$ cat config.mk
export PLATFORM = sky130hd
export DESIGN_NAME = mem_arbiter
export DESIGN_NICKNAME = d
export VERILOG_FILES = /design/src/rtl/mem_arbiter.sv
export SDC_FILE = /design/constraint.sdc
export NUM_CORES = 1
export LEC_CHECK = 0
export ABC_AREA = 1
export BUFFER_PORTS_ARGS = -buffer_cell sky130_fd_sc_hd__buf_2
export CORE_AREA = 2 2 74 76
export CTS_CLUSTER_SIZE = 14
export DETAILED_ROUTE_END_ITERATION = 8
export DIE_AREA = 0 0 76 78
export GPL_TIMING_DRIVEN = 0
export PLACE_DENSITY = 0.66
export SYNTH_ARGS = -nofsm -noshare
export SYNTH_HDL_FRONTEND = slang
export SYNTH_SLANG_ARGS = --single-unit
$ cat constraint.sdc
create_clock -name clk_i -period 1.6 [get_ports clk_i]
set_input_delay 0.16 -clock clk_i [delete_from_list [all_inputs] [get_ports clk_i]]
set_output_delay 0.16 -clock clk_i [all_outputs]
set_load 0.02 [all_outputs]
$ cat src/rtl/mem_arbiter.sv
// Two-requester (CPU / host) single-port memory arbiter.
// Each transaction runs IDLE -> ACCESS (WAIT_CYCLES cycles) -> DONE.
// ACCESS drives the memory bus. DONE returns a one-cycle ack.
// Optional feature macro: ARB_ROUND_ROBIN_EN.
//   Defined:   ties alternate between the two requesters.
//   Undefined: the CPU always wins a tie.
module mem_arbiter #(
  parameter int unsigned WAIT_CYCLES = 1
) (
  input  logic       clk_i,
  input  logic       rst_ni,
  input  logic       cpu_rd_i,
  input  logic       cpu_wr_i,
  input  logic [4:0] cpu_addr_i,
  input  logic [7:0] cpu_wdata_i,
  output logic [7:0] cpu_rdata_o,
  output logic       cpu_ack_o,
  input  logic       host_rd_i,
  input  logic       host_wr_i,
  input  logic [4:0] host_addr_i,
  input  logic [7:0] host_wdata_i,
  output logic [7:0] host_rdata_o,
  output logic       host_ack_o,
  output logic       mem_en_o,
  output logic       mem_we_o,
  output logic [4:0] mem_addr_o,
  output logic [7:0] mem_wdata_o,
  input  logic [7:0] mem_rdata_i,
  output logic       busy_o
);

  typedef enum logic [1:0] {StIdle, StAccess, StDone} state_e;

  state_e     state_q;
  logic [3:0] cnt_q;
  logic       gnt_host_q;
  logic       mem_en_q, mem_we_q;
  logic [4:0] mem_addr_q;
  logic [7:0] mem_wdata_q;
  logic [7:0] cpu_rdata_q, host_rdata_q;
  logic       cpu_ack_q, host_ack_q;

  logic       cpu_req, host_req, grant_host;
  logic       sel_we;
  logic [4:0] sel_addr;
  logic [7:0] sel_wdata;

  assign cpu_req  = cpu_rd_i | cpu_wr_i;
  assign host_req = host_rd_i | host_wr_i;

`ifdef ARB_ROUND_ROBIN_EN
  // Last-grant register: 1 = host. The reset value makes the CPU win the first tie.
  logic last_host_q;

  // On a tie, grant the requester that was not granted last.
  always_comb begin
    grant_host = host_req & (~cpu_req | ~last_host_q);
  end

  // Update the last-grant register on every grant.
  always_ff @(posedge clk_i or negedge rst_ni) begin
    if (!rst_ni) begin
      last_host_q <= 1'b1;
    end else if (state_q == StIdle && (cpu_req || host_req)) begin
      last_host_q <= grant_host;
    end
  end
`else
  // Fixed priority: the CPU wins every tie.
  always_comb begin
    grant_host = host_req & ~cpu_req;
  end
`endif

  // Select the granted requester's operation.
  // A write wins over a read from the same requester.
  always_comb begin
    sel_we    = grant_host ? host_wr_i    : cpu_wr_i;
    sel_addr  = grant_host ? host_addr_i  : cpu_addr_i;
    sel_wdata = grant_host ? host_wdata_i : cpu_wdata_i;
  end

  // Main FSM. All outputs are registered here.
  always_ff @(posedge clk_i or negedge rst_ni) begin
    if (!rst_ni) begin
      state_q      <= StIdle;
      cnt_q        <= 4'd0;
      gnt_host_q   <= 1'b0;
      mem_en_q     <= 1'b0;
      mem_we_q     <= 1'b0;
      mem_addr_q   <= 5'd0;
      mem_wdata_q  <= 8'd0;
      cpu_rdata_q  <= 8'd0;
      host_rdata_q <= 8'd0;
      cpu_ack_q    <= 1'b0;
      host_ack_q   <= 1'b0;
    end else begin
      case (state_q)
        StIdle: begin
          if (cpu_req || host_req) begin
            state_q     <= StAccess;
            gnt_host_q  <= grant_host;
            cnt_q       <= 4'(WAIT_CYCLES);
            mem_en_q    <= 1'b1;
            mem_we_q    <= sel_we;
            mem_addr_q  <= sel_addr;
            mem_wdata_q <= sel_wdata;
          end
        end
        StAccess: begin
          cnt_q <= cnt_q - 4'd1;
          if (cnt_q == 4'd1) begin
            state_q  <= StDone;
            mem_en_q <= 1'b0;
            mem_we_q <= 1'b0;
            // Read data is valid on the last ACCESS edge.
            if (!mem_we_q) begin
              if (gnt_host_q) host_rdata_q <= mem_rdata_i;
              else            cpu_rdata_q  <= mem_rdata_i;
            end
            if (gnt_host_q) host_ack_q <= 1'b1;
            else            cpu_ack_q  <= 1'b1;
          end
        end
        StDone: begin
          cpu_ack_q  <= 1'b0;
          host_ack_q <= 1'b0;
          state_q    <= StIdle;
        end
        default: state_q <= StIdle;
      endcase
    end
  end

  assign cpu_rdata_o  = cpu_rdata_q;
  assign host_rdata_o = host_rdata_q;
  assign cpu_ack_o    = cpu_ack_q;
  assign host_ack_o   = host_ack_q;
  assign mem_en_o     = mem_en_q;
  assign mem_we_o     = mem_we_q;
  assign mem_addr_o   = mem_addr_q;
  assign mem_wdata_o  = mem_wdata_q;
  assign busy_o       = (state_q != StIdle);

endmodule
Word level (Yosys, flattened, before mapping)
Cells that the tools add are included.
{"block": "word_totals", "register_bits": 40, "in_bits": 40, "out_inout_bits": 34, "elab_cells": 57}
{"block": "classes", "n_addsub": 1, "eq_ne": 7, "n_mux": 19, "n_bitwise": 6, "reduce_logical": 13}
{"operator": "$reduce_and A3 Y1", "count": 3}
{"operator": "$mux W1", "count": 8}
{"operator": "$mux W8", "count": 1}
{"operator": "$ne A2 B2 Y1 const B", "count": 4}
{"operator": "$pmux W1 S2", "count": 4}
{"operator": "$pmux W4 S2", "count": 1}
{"operator": "$reduce_and A4 Y1", "count": 2}
{"operator": "$reduce_and A2 Y1", "count": 3}
{"operator": "$reduce_bool A2 Y1", "count": 3}
{"operator": "$mux W5", "count": 1}
{"operator": "$eq A4 B1 Y1 const B", "count": 1}
{"operator": "$mux W2", "count": 2}
{"operator": "$mux W4", "count": 1}
{"operator": "$pmux W2 S2", "count": 1}
{"operator": "$sub A4 B1 Y4 const B", "count": 1}
{"operator": "$not A1 Y1", "count": 3}
{"operator": "$eq A2 B1 Y1 const B", "count": 1}
{"operator": "$eq A2 B2 Y1 const B", "count": 1}
{"operator": "$logic_not A2 Y1", "count": 1}
{"operator": "$or A1 B1 Y1", "count": 2}
{"operator": "$and A1 B1 Y1", "count": 1}
{"operator": "$logic_or A1 B1 Y1", "count": 1}

Longest topological paths before layout
Gate-level depths: netlist (run 1).
{"block": "logic_depth", "ltp_word": 6, "ltp_mapped": 7, "depth_no_buf": 7}

Worst setup path after synthesis (run 1)
Ideal clock, no wire load.
{"block": "synth_timing", "path_kind": "reg-to-reg", "start": "reg cnt_q[0]", "end": "reg cpu_rdata_q[7], in the netlist cpu_rdata_o[7]", "setup_ns": 0.117, "arrival_ns": 1.030, "required_ns": 1.483, "slack_ns": 0.453, "stages_incl_launch_ff": 7, "path_buffers": 1, "synth_period_minus_slack_ns": 1.147, "path_cell_list": "dfrtp_1 ha_1 nand2_1 inv_4 buf_6 nand3_1 nand2_1"}
{"block": "synth_via", "elab_chain_cells": 2}
{"element": "start, declared", "line_no": "35", "source": "logic [3:0] cnt_q;"}
{"element": "start signal, assigned", "line_no": "103", "source": "cnt_q <= 4'(WAIT_CYCLES);"}
{"element": "start signal, assigned", "line_no": "111", "source": "cnt_q <= cnt_q - 4'd1;"}
{"element": "$eq A4 B1 Y1", "line_no": "112", "source": "if (cnt_q == 4'd1) begin"}
{"element": "$reduce_and A4 Y1 (no line)"}
{"element": "end signal, assigned", "line_no": "119", "source": "else cpu_rdata_q <= mem_rdata_i;"}
{"element": "end, declared", "line_no": "40", "source": "logic [7:0] cpu_rdata_q, host_rdata_q;"}
Every way passes these cells.
A chain may end at the register's enable or synchronous reset.

Worst setup path after layout (run 1)
{"block": "layout_timing", "start": "reg state_q[0]", "end": "out busy_o"}
{"block": "layout_via", "elab_chain_cells": 1}
{"element": "start, declared", "line_no": "34", "source": "state_e state_q;"}
{"element": "start signal, assigned", "line_no": "86", "source": "state_q <= StIdle;"}
{"element": "start signal, assigned", "line_no": "101", "source": "state_q <= StAccess;"}
{"element": "start signal, assigned", "line_no": "113", "source": "state_q <= StDone;"}
{"element": "$reduce_bool A2 Y1", "line_no": "143", "source": "assign busy_o = (state_q != StIdle);"}
{"element": "end, declared", "line_no": "29", "source": "output logic busy_o"}
Every way passes these cells.

==> impl_metrics.csv, run 1 <==
group,metric,value,unit
run_status,status,"complete, but fails checks",
run_status,violations,"hold timing",
clocking,cts_max_path_buffers,2,
finish,area_growth,27.35,%
floorplan,pin_count,74,
timing,fin_setup_tns,0,ns
synth,syn_area,2013,sq um
synth,yosys_warnings,0,
timing,maxSlewHeadroom,39.57,%
finish,regArea,1001,sq um
timing,skew,0.004656,ns
global_route,grt_pass1_vias,1690,
power_and_ir_drop,powerDensity,2028,nW/um^2
floorplan,design.core.area,5042,sq um
placed_design,dp_hpwl,3283,um
worst_setup_path,path_class,"reg2out",
timing,maxSlewViolCount,0,
placed_design,dp_cells,401,
placed_design,gp_congestion,0.7441,
detailed_routing,drtAntennaViolNets,0,
global_route,grt_pass1_wl,7486,um
global_route,grt.overflow.total,0,
synth,yosys.area.top_type,"dfrtp_1",
synth,yosysSeqAreaShare,49.72,%
clocking,cts_tree,"yes",
synth,syn_avg_cell_area,7.803,sq um
worst_hold_path,min-delay-path-class,"in2async",
global_route,antenna_found_initial,0,
clocking,clock-sinks,40,
synth,syn_inst,258,
floorplan,fp.dieH,78,um
detailed_routing,wl_per_cell,10.67,um
timing,worstMarginPinSlew,0.9065,ns
worst_setup_path,arrival,1.20,ns
clocking,insertion_delay,0.30,ns
synth,ys_types,18,
finish,drive_gt1_share,29.50,%
clocking,h-tree-depth,2,
timing,period_share,85.20,%
timing,setup_viol,0,
timing,fmax,733.6,MHz
global_route,track_usage,15.65,%
synth,ys_ff_latch,40,
finish,multiInputGateArea,795.8,sq um
detailed_routing,viasPerCell,4.374,
timing,fin_ws,0.2368,ns
clocking,numCtsBuffers,5,
placed_design,dpl_worst_slack,0.3036,ns
global_route,grt_max_degree,41,
detailed_routing,vias,1789,
worst_setup_path,crit_fanout,5,
power_and_ir_drop,irDropWorstVdd,0.0007607,V
detailed_routing,wl,4362,um
detailed_routing,drt_iter0_drc,63,
finish,nFillCells,515,
power_and_ir_drop,cellLeakagePower,1.537,nW
placed_design,io_buffer_count,73,
detailed_routing,drc,0,
synth,synth_area_leaders,"dfrtp_1 (50%), nand2_1 (18%), nand3_1 (12%)",
timing,timing.hold.ws,-0.02031,ns
worst_setup_path,cp-start-kind,"flop",
clocking,cts_hold_buf,0,
worst_setup_path,r2r_slack,0.30,ns
floorplan,num_rows,26,
worst_setup_path,crit_required,1.44,ns
clocking,root_buffer,"clkbuf_8",
finish,fin_nets,380,
timing,rsz0062_at_grt,"false",
timing,hold_viol_final,22,
run,maxCapViolations,0,
synth,syn_nets,300,
clocking,cts_resized,0,
floorplan,die_w,76,um
clocking,postCtsSetupBuffers,0,
detailed_routing,first_pass_iters,4,
timing,fin_crit,1.363,ns
floorplan,initial_core_util,39.93,%
finish,final_cells,409,
finish,antennaDiodeCount,0,
clocking,clkTransAtPathRegs,0.08,ns
synth,netlist.area_leader.share,49.72,%
worst_setup_path,crit_path_end_kind,"output port",
floorplan,dieArea,5928,sq um
-- cells in the final DEF (no fill, tap or decap), drive strengths merged --
master    count
a21boi        1
buf          80
clkbuf        6
clkinvlp      2
dfrtp        40
ha            2
inv          42
nand2       100
nand3        48
nor2          9
nor3          1
o21ai         7
or2           1
-- cell usage after synthesis --
library cell,n
nand2_4,3
buf_4,1
nand2_1,95
nand2_2,2
inv_1,41
inv_4,1
nor2_8,2
or2_2,1
ha_1,2
nand3_1,48
nor3_1,1
buf_2,3
buf_6,3
nor2_1,4
dfrtp_1,40
o21ai_0,7
a21boi_0,1
nor2_2,3
-- cell families after synthesis --
| kind of cell | synth area share (%) |
|---|---|
| buf+inv | 10.75 |
| simple gates | 36.17 |
| compound gates | 2.113 |
| fa+ha+maj | 1.243 |
| flops | 49.72 |
-- worst max-delay path: stages (launching register included) --
cell and delay [ns]:
dfrtp_1 0.45, nor2_2 0.23, inv_1 0.07, buf_2 0.16
-- state kept, by name (all words and copies together) (netlist names) --
| register | cells |
|---|---|
| cpu_rdata_o | 8 |
| cnt_q | 4 |
| cpu_ack_o | 1 |
| mem_addr_o | 5 |
| state_q | 2 |
| mem_en_o | 1 |
| gnt_host_q | 1 |
| mem_we_o | 1 |
| mem_wdata_o | 8 |
| host_ack_o | 1 |
| host_rdata_o | 8 |
-- per-layer routing --
layer	part of all wire (%)	GRT usage [%]	wire length [um]	vias up
li1	-	-	-	951
met1	47	19.76	2052	772
met2	46	26.52	1992	60
met3	6.2	4.302	270	6
met4	1.1	4.364	47	0
met5	0	0	0	-
-- power breakdown --
| group | internal [mW] | switching [mW] |
|---|---|---|
| Clock | 0.349 | 0.368 |
| Sequential | 1.53 | 0.297 |
| Combinational | 0.900 | 1.75 |
-- final timing paths --
| kind | start | end | cells past startpoint |
|---|---|---|---|
| max in group asynchronous | rst_ni | cpu_rdata_o[4] | 1 |
| worst max-delay path | state_q[0] | busy_o | 3 |
| worst max register to register | cnt_q[1] | host_rdata_o[2] | 7 |
| worst min register to register | cpu_rdata_o[4] | cpu_rdata_o[4] | 2 |
| worst min-delay path | rst_ni | mem_wdata_o[0] | 1 |
| min in group clk_i | mem_rdata_i[0] | cpu_rdata_o[0] | 3 |
-- cell type report --
class / count / share of cell area, %
flip-flops and latches: 40 / 39.04
multi-input cells: 169 / 31.04
repair buffers: 73 / 14.25
inverters: 42 / 6.247
well taps: 70 / 3.416
clock buffers: 6 / 3.221
plain buffers: 7 / 2.196
clock inverters: 2 / 0.5857
-- per-stage QoR --
stage / hold WS [ns] / utilization [%] / area (sq um) / power (mW)
final: -0.02031 / 50.84 / 2564 / 5.200
after global routing: 0.05313 / 50.84 / 2564 / 5.658
after CTS: 0.009959 / 50.84 / 2564 / 5.278
after detailed placement: 0.3406 / 48.91 / 2466 / 4.551
after global placement: 0.3345 / 48.91 / 2466 / 4.502
after floorplan: -0.1356 / - / 2013 / 3.705
No activity file was read; power rests on OpenSTA's default activity.
==> inputs of run 2 (changes only) <==
==> constraint.sdc (replaced) <==
create_clock -name clk_i -period 1.6 [get_ports clk_i]
set_input_delay 0.32 -clock clk_i [delete_from_list [all_inputs] [get_ports clk_i]]
set_output_delay 0.32 -clock clk_i [all_outputs]
set_load 0.02 [all_outputs]
==> impl_metrics.csv, run 2 (synthesized netlist as in run 1, its figures left out) <==
group,metric,value,unit
clocking,numCtsBuffers,5,
finish,final_cells,409,
worst_setup_path,reg2reg_from,"cnt_q[1]",
timing,worstMarginPinSlew,0.8986,ns
timing,period_share,92.35,%
clocking,insertion_delay,0.29,ns
power_and_ir_drop,irDropWorstVdd,0.0007604,V
clocking,clock-sinks,40,
power_and_ir_drop,cellLeakagePower,1.538,nW
floorplan,initial_core_util,39.93,%
floorplan,fp.dieH,78,um
finish,fin_nets,380,
timing,maxSlewHeadroom,40.09,%
detailed_routing,drc,0,
placed_design,gp_congestion,0.7441,
global_route,grt_max_degree,41,
timing,setup_viol,0,
timing,fin_crit,1.478,ns
detailed_routing,drtAntennaViolNets,0,
clocking,h-tree-depth,2,
worst_setup_path,path_class,"reg2out",
worst_setup_path,crit_required,1.28,ns
worst_setup_path,r2r_slack,0.30,ns
clocking,root_buffer,"clkbuf_8",
finish,fin_area,2569,sq um
global_route,grt.overflow.total,0,
detailed_routing,wl_per_cell,10.59,um
finish,drive_gt1_share,29.50,%
detailed_routing,vias,1796,
timing,skew,0.005496,ns
detailed_routing,viasPerCell,4.391,
timing,fin_setup_tns,0,ns
floorplan,num_rows,26,
finish,area_growth,27.59,%
run_status,status,"finished clean",
global_route,grt_pass1_wl,7486,um
global_route,grt_pass1_vias,1690,
worst_setup_path,r2r-end,"host_rdata_o[1]",
floorplan,design.core.area,5042,sq um
clocking,clkTransAtPathRegs,0.08,ns
timing,maxSlewViolCount,0,
run,maxCapViolations,0,
global_route,antenna_found_initial,0,
timing,fmax,676.8,MHz
worst_setup_path,crit_path_end_kind,"output port",
worst_setup_path,rr_worst_depth,7,
floorplan,dieArea,5928,sq um
placed_design,dp_hpwl,3283,um
timing,hold_viol_final,0,
worst_setup_path,arrival,1.16,ns
floorplan,pin_count,74,
finish,layout_common_cells,"nand2_1 (95), buf_2 (76), nand3_1 (48), inv_1 (41), dfrtp_1 (40)",
worst_setup_path,crit_fanout,5,
clocking,cts_max_path_buffers,2,
placed_design,place_area,2466,sq um
finish,antennaDiodeCount,0,
detailed_routing,drt_iter0_drc,65,
worst_hold_path,min-delay-path-class,"in2async",
global_route,track_usage,15.65,%
finish,layout_commonest_cell,"nand2_1",
power_and_ir_drop,powerDensity,2028,nW/um^2
worst_setup_path,cp-start-kind,"flop",
clocking,cts_tree,"yes",
placed_design,dp_cells,401,
floorplan,die_w,76,um
clocking,cts_hold_buf,0,
timing,rsz0062_at_grt,"false",
detailed_routing,first_pass_iters,4,
placed_design,io_buffer_count,73,
detailed_routing,wl,4332,um
[run 2: what timing repair did]
action | 4_1_cts | 5_1_grt
endpoints found under the setup margin | 0 | 1
resized for setup | 0 | 1
setup buffers | 0 | 0
[run 2: worst max-delay path, cell delays in order (launching register included)]
cell and delay [ns]:
dfrtp_1 0.47, nor2_4 0.19, inv_1 0.06, buf_2 0.15
[run 2: worst max-delay path by stage]
| stage | startpoint | end | slack, ns | depth (start not counted) |
|---|---|---|---|---|
| 2_1_floorplan | cnt_q[0] | cpu_rdata_o[7] | 0.45 | 6 |
| 3_3_place_gp | host_wr_i | mem_addr_o[0] | 0.30 | 8 |
| 3_5_place_dp | cpu_rd_i | state_q[0] | 0.29 | 6 |
| 4_1_cts | state_q[0] | busy_o | 0.06 | 3 |
| 5_1_grt | state_q[0] | busy_o | 0.05 | 3 |
| 6_report | state_q[0] | busy_o | 0.12 | 3 |
[run 2: per-layer routing]
metal / routed length (um) / GRT usage [%] / up-vias / share of wire (%)
li1: - / - / 950 / -
met1: 2035 / 19.76 / 777 / 47
met2: 1990 / 26.52 / 65 / 46
met3: 265 / 4.302 / 4 / 6.1
met4: 41 / 4.364 / 0 / 0.95
met5: 0 / 0 / - / 0
[run 2: power by group]
part	switching, mW	internal [mW]	leakage (nW)
clock network	0.362	0.349	0.0434
registers	0.304	1.53	0.472
logic	1.76	0.906	1.02
[run 2: cell type report]
cell class              instances  area [sq um]
clock buffers                   6         82.58
clock inverters                 2         15.01
flip-flops and latches         40          1001
multi-input cells             169         800.8
fillers                       514          2474
inverters                      42         160.2
repair buffers                 73         365.4
plain buffers                   7         56.30
well taps                      70         87.58
[run 2: stage by stage]
step	setup WS, ns	utilization, %	total power, mW	hold WS (ns)
after global placement	0.2999	48.91	4.502	0.4496
after detailed placement	0.2892	48.91	4.551	0.4533
after global routing	0.05269	50.94	5.672	0.2131
after CTS	0.06073	50.84	5.278	0.1700
final	0.1225	50.94	5.209	0.1396
after floorplan	0.4527	-	3.705	0.02441
==> inputs of run 3 (changes only) <==
CORE_AREA = 2 2 54 106   (was 2 2 74 76)
DIE_AREA = 0 0 56 108   (was 0 0 76 78)
PLACE_DENSITY = default   (was 0.66)
==> impl_metrics.csv, run 3 (synthesized netlist as in run 1, its figures left out) <==
group,metric,value,unit
run_status,status,"finished clean",
power_and_ir_drop,irDropWorstVdd,0.0009747,V
worst_setup_path,slowest_stage,"dfrtp_1",
finish,layout_common_cells,"nand2_1 (95), buf_2 (76), nand3_1 (48), inv_1 (41), dfrtp_1 (40)",
detailed_routing,drt_iter0_drc,61,
worst_hold_path,min-delay-path-class,"in2async",
clocking,clock-sinks,40,
global_route,grt_pass1_wl,7997,um
global_route,track_usage,16.60,%
placed_design,io_buffer_count,73,
detailed_routing,wl_per_cell,11.41,um
worst_setup_path,crit_required,1.28,ns
floorplan,design.core.area,5185,sq um
timing,period_share,91.33,%
floorplan,initial_core_util,38.83,%
timing,hold_viol_final,0,
timing,maxSlewViolCount,0,
global_route,grt.overflow.total,0,
clocking,clkTransAtPathRegs,0.07,ns
clocking,numCtsBuffers,5,
floorplan,num_rows,37,
worst_setup_path,reg2reg_from,"cnt_q[1]",
worst_setup_path,crit_cells,3,
detailed_routing,viasPerCell,4.551,
timing,fin_setup_tns,0,ns
global_route,grt_pass1_vias,1827,
worst_setup_path,rr_worst_depth,7,
floorplan,dieArea,6048,sq um
placed_design,gp_congestion,0.8327,
timing,maxSlewHeadroom,41.37,%
timing,fmax,684.3,MHz
worst_setup_path,r2r_slack,0.25,ns
worst_setup_path,crit_path_end_kind,"output port",
placed_design,dpl_worst_slack,0.2535,ns
power_and_ir_drop,powerDensity,2037,nW/um^2
finish,area_growth,26.79,%
run,maxCapViolations,0,
finish,fin_nets,380,
placed_design,dp_hpwl,3530,um
clocking,root_buffer,"clkbuf_8",
floorplan,die_w,56,um
clocking,cts_hold_buf,0,
clocking,cts_max_path_buffers,2,
worst_setup_path,crit_fanout,5,
global_route,antenna_found_initial,0,
timing,fin_ws,0.1387,ns
finish,drive_gt1_share,29.29,%
worst_setup_path,cp-start-kind,"flop",
global_route,grt_max_degree,41,
detailed_routing,drtAntennaViolNets,0,
detailed_routing,first_pass_iters,4,
clocking,h-tree-depth,2,
finish,antennaDiodeCount,0,
finish,nFillCells,570,
detailed_routing,wl,4517,um
clocking,insertion_delay,0.29,ns
worst_setup_path,arrival,1.14,ns
worst_setup_path,startpoint,"state_q[0]",
worst_setup_path,path_delay_family,"flip-flops",
floorplan,pin_count,74,
worst_setup_path,cpPeakStageDelay,0.47,ns
worst_setup_path,crit_buf_inv,2,
timing,fin_crit,1.461,ns
power_and_ir_drop,cellLeakagePower,1.545,nW
clocking,cts_resized,0,
detailed_routing,vias,1802,
floorplan,fp.dieH,108,um
timing,skew,0.005549,ns
timing,setup_viol,0,
detailed_routing,drc,0,
clocking,postCtsSetupBuffers,0,
worst_setup_path,path_class,"reg2out",
clocking,cts_tree,"yes",
worst_setup_path,path_cells,"nor2_4, inv_1, buf_2",
timing,worstMarginPinSlew,0.8794,ns
timing,rsz0062_at_grt,"false",
finish,layout_commonest_cell,"nand2_1",
-- run 3: cell types whose count changed in the layout (fill, tap and decap cells not counted), sizes merged --
cell / delta
clkinvlp: -2
clkbuf: +1
-- run 3: final timing paths --
kind	endpoint
max in group asynchronous	host_rdata_o[0]
hold reg to reg	cpu_rdata_o[0]
setup / recovery	busy_o
hold / removal	cpu_rdata_o[1]
setup reg to reg	host_rdata_o[2]
min in group clk_i	cpu_rdata_o[7]
-- run 3: worst reg2reg max path: cells and delay by family (launching register included) --
kind,cells,cell delay (ns)
buffers and inverters,3,0.41
DFF,1,0.40
and+or+nand+nor,3,0.31
adders and majority gates,1,0.17
-- run 3: cell type report --
type	count	area, sq um	area share, %
clock buffers	7	96.34	3.775
multi-input cells	169	800.8	31.37
flip-flops and latches	40	1001	39.22
well taps	58	72.57	2.843
plain buffers	7	56.30	2.206
inverters	42	160.2	6.275
repair buffers	73	365.4	14.31
-- run 3: through the flow --
stage	cells	hold WS (ns)	util [%]	area (sq um)	power, mW
5_1_grt	396	0.2226	49.23	2552	5.684
3_3_place_gp	389	0.4503	47.27	2451	4.486
2_1_floorplan	258	0.02441	-	2013	3.705
4_1_cts	396	0.1853	49.13	2547	5.276
3_5_place_dp	389	0.4531	47.27	2451	4.531
6_report	396	0.1493	49.23	2552	5.198
-- run 3: layer usage --
metal  up-vias  share of wire [%]  wire [um]  track usage (%)
li1        946                  -          -                -
met1       785                 38       1706            16.79
met2        64                 54       2433            32.35
met3         7                6.3        285            3.110
met4         0                2.0         91            6.633
met5         -                  0          0                0
-- run 3: report_power, final --
part / internal (mW) / switching [mW]
sequential: 1.53 / 0.305
clock: 0.384 / 0.322
combinational: 0.907 / 1.75
total: 2.82 / 2.37
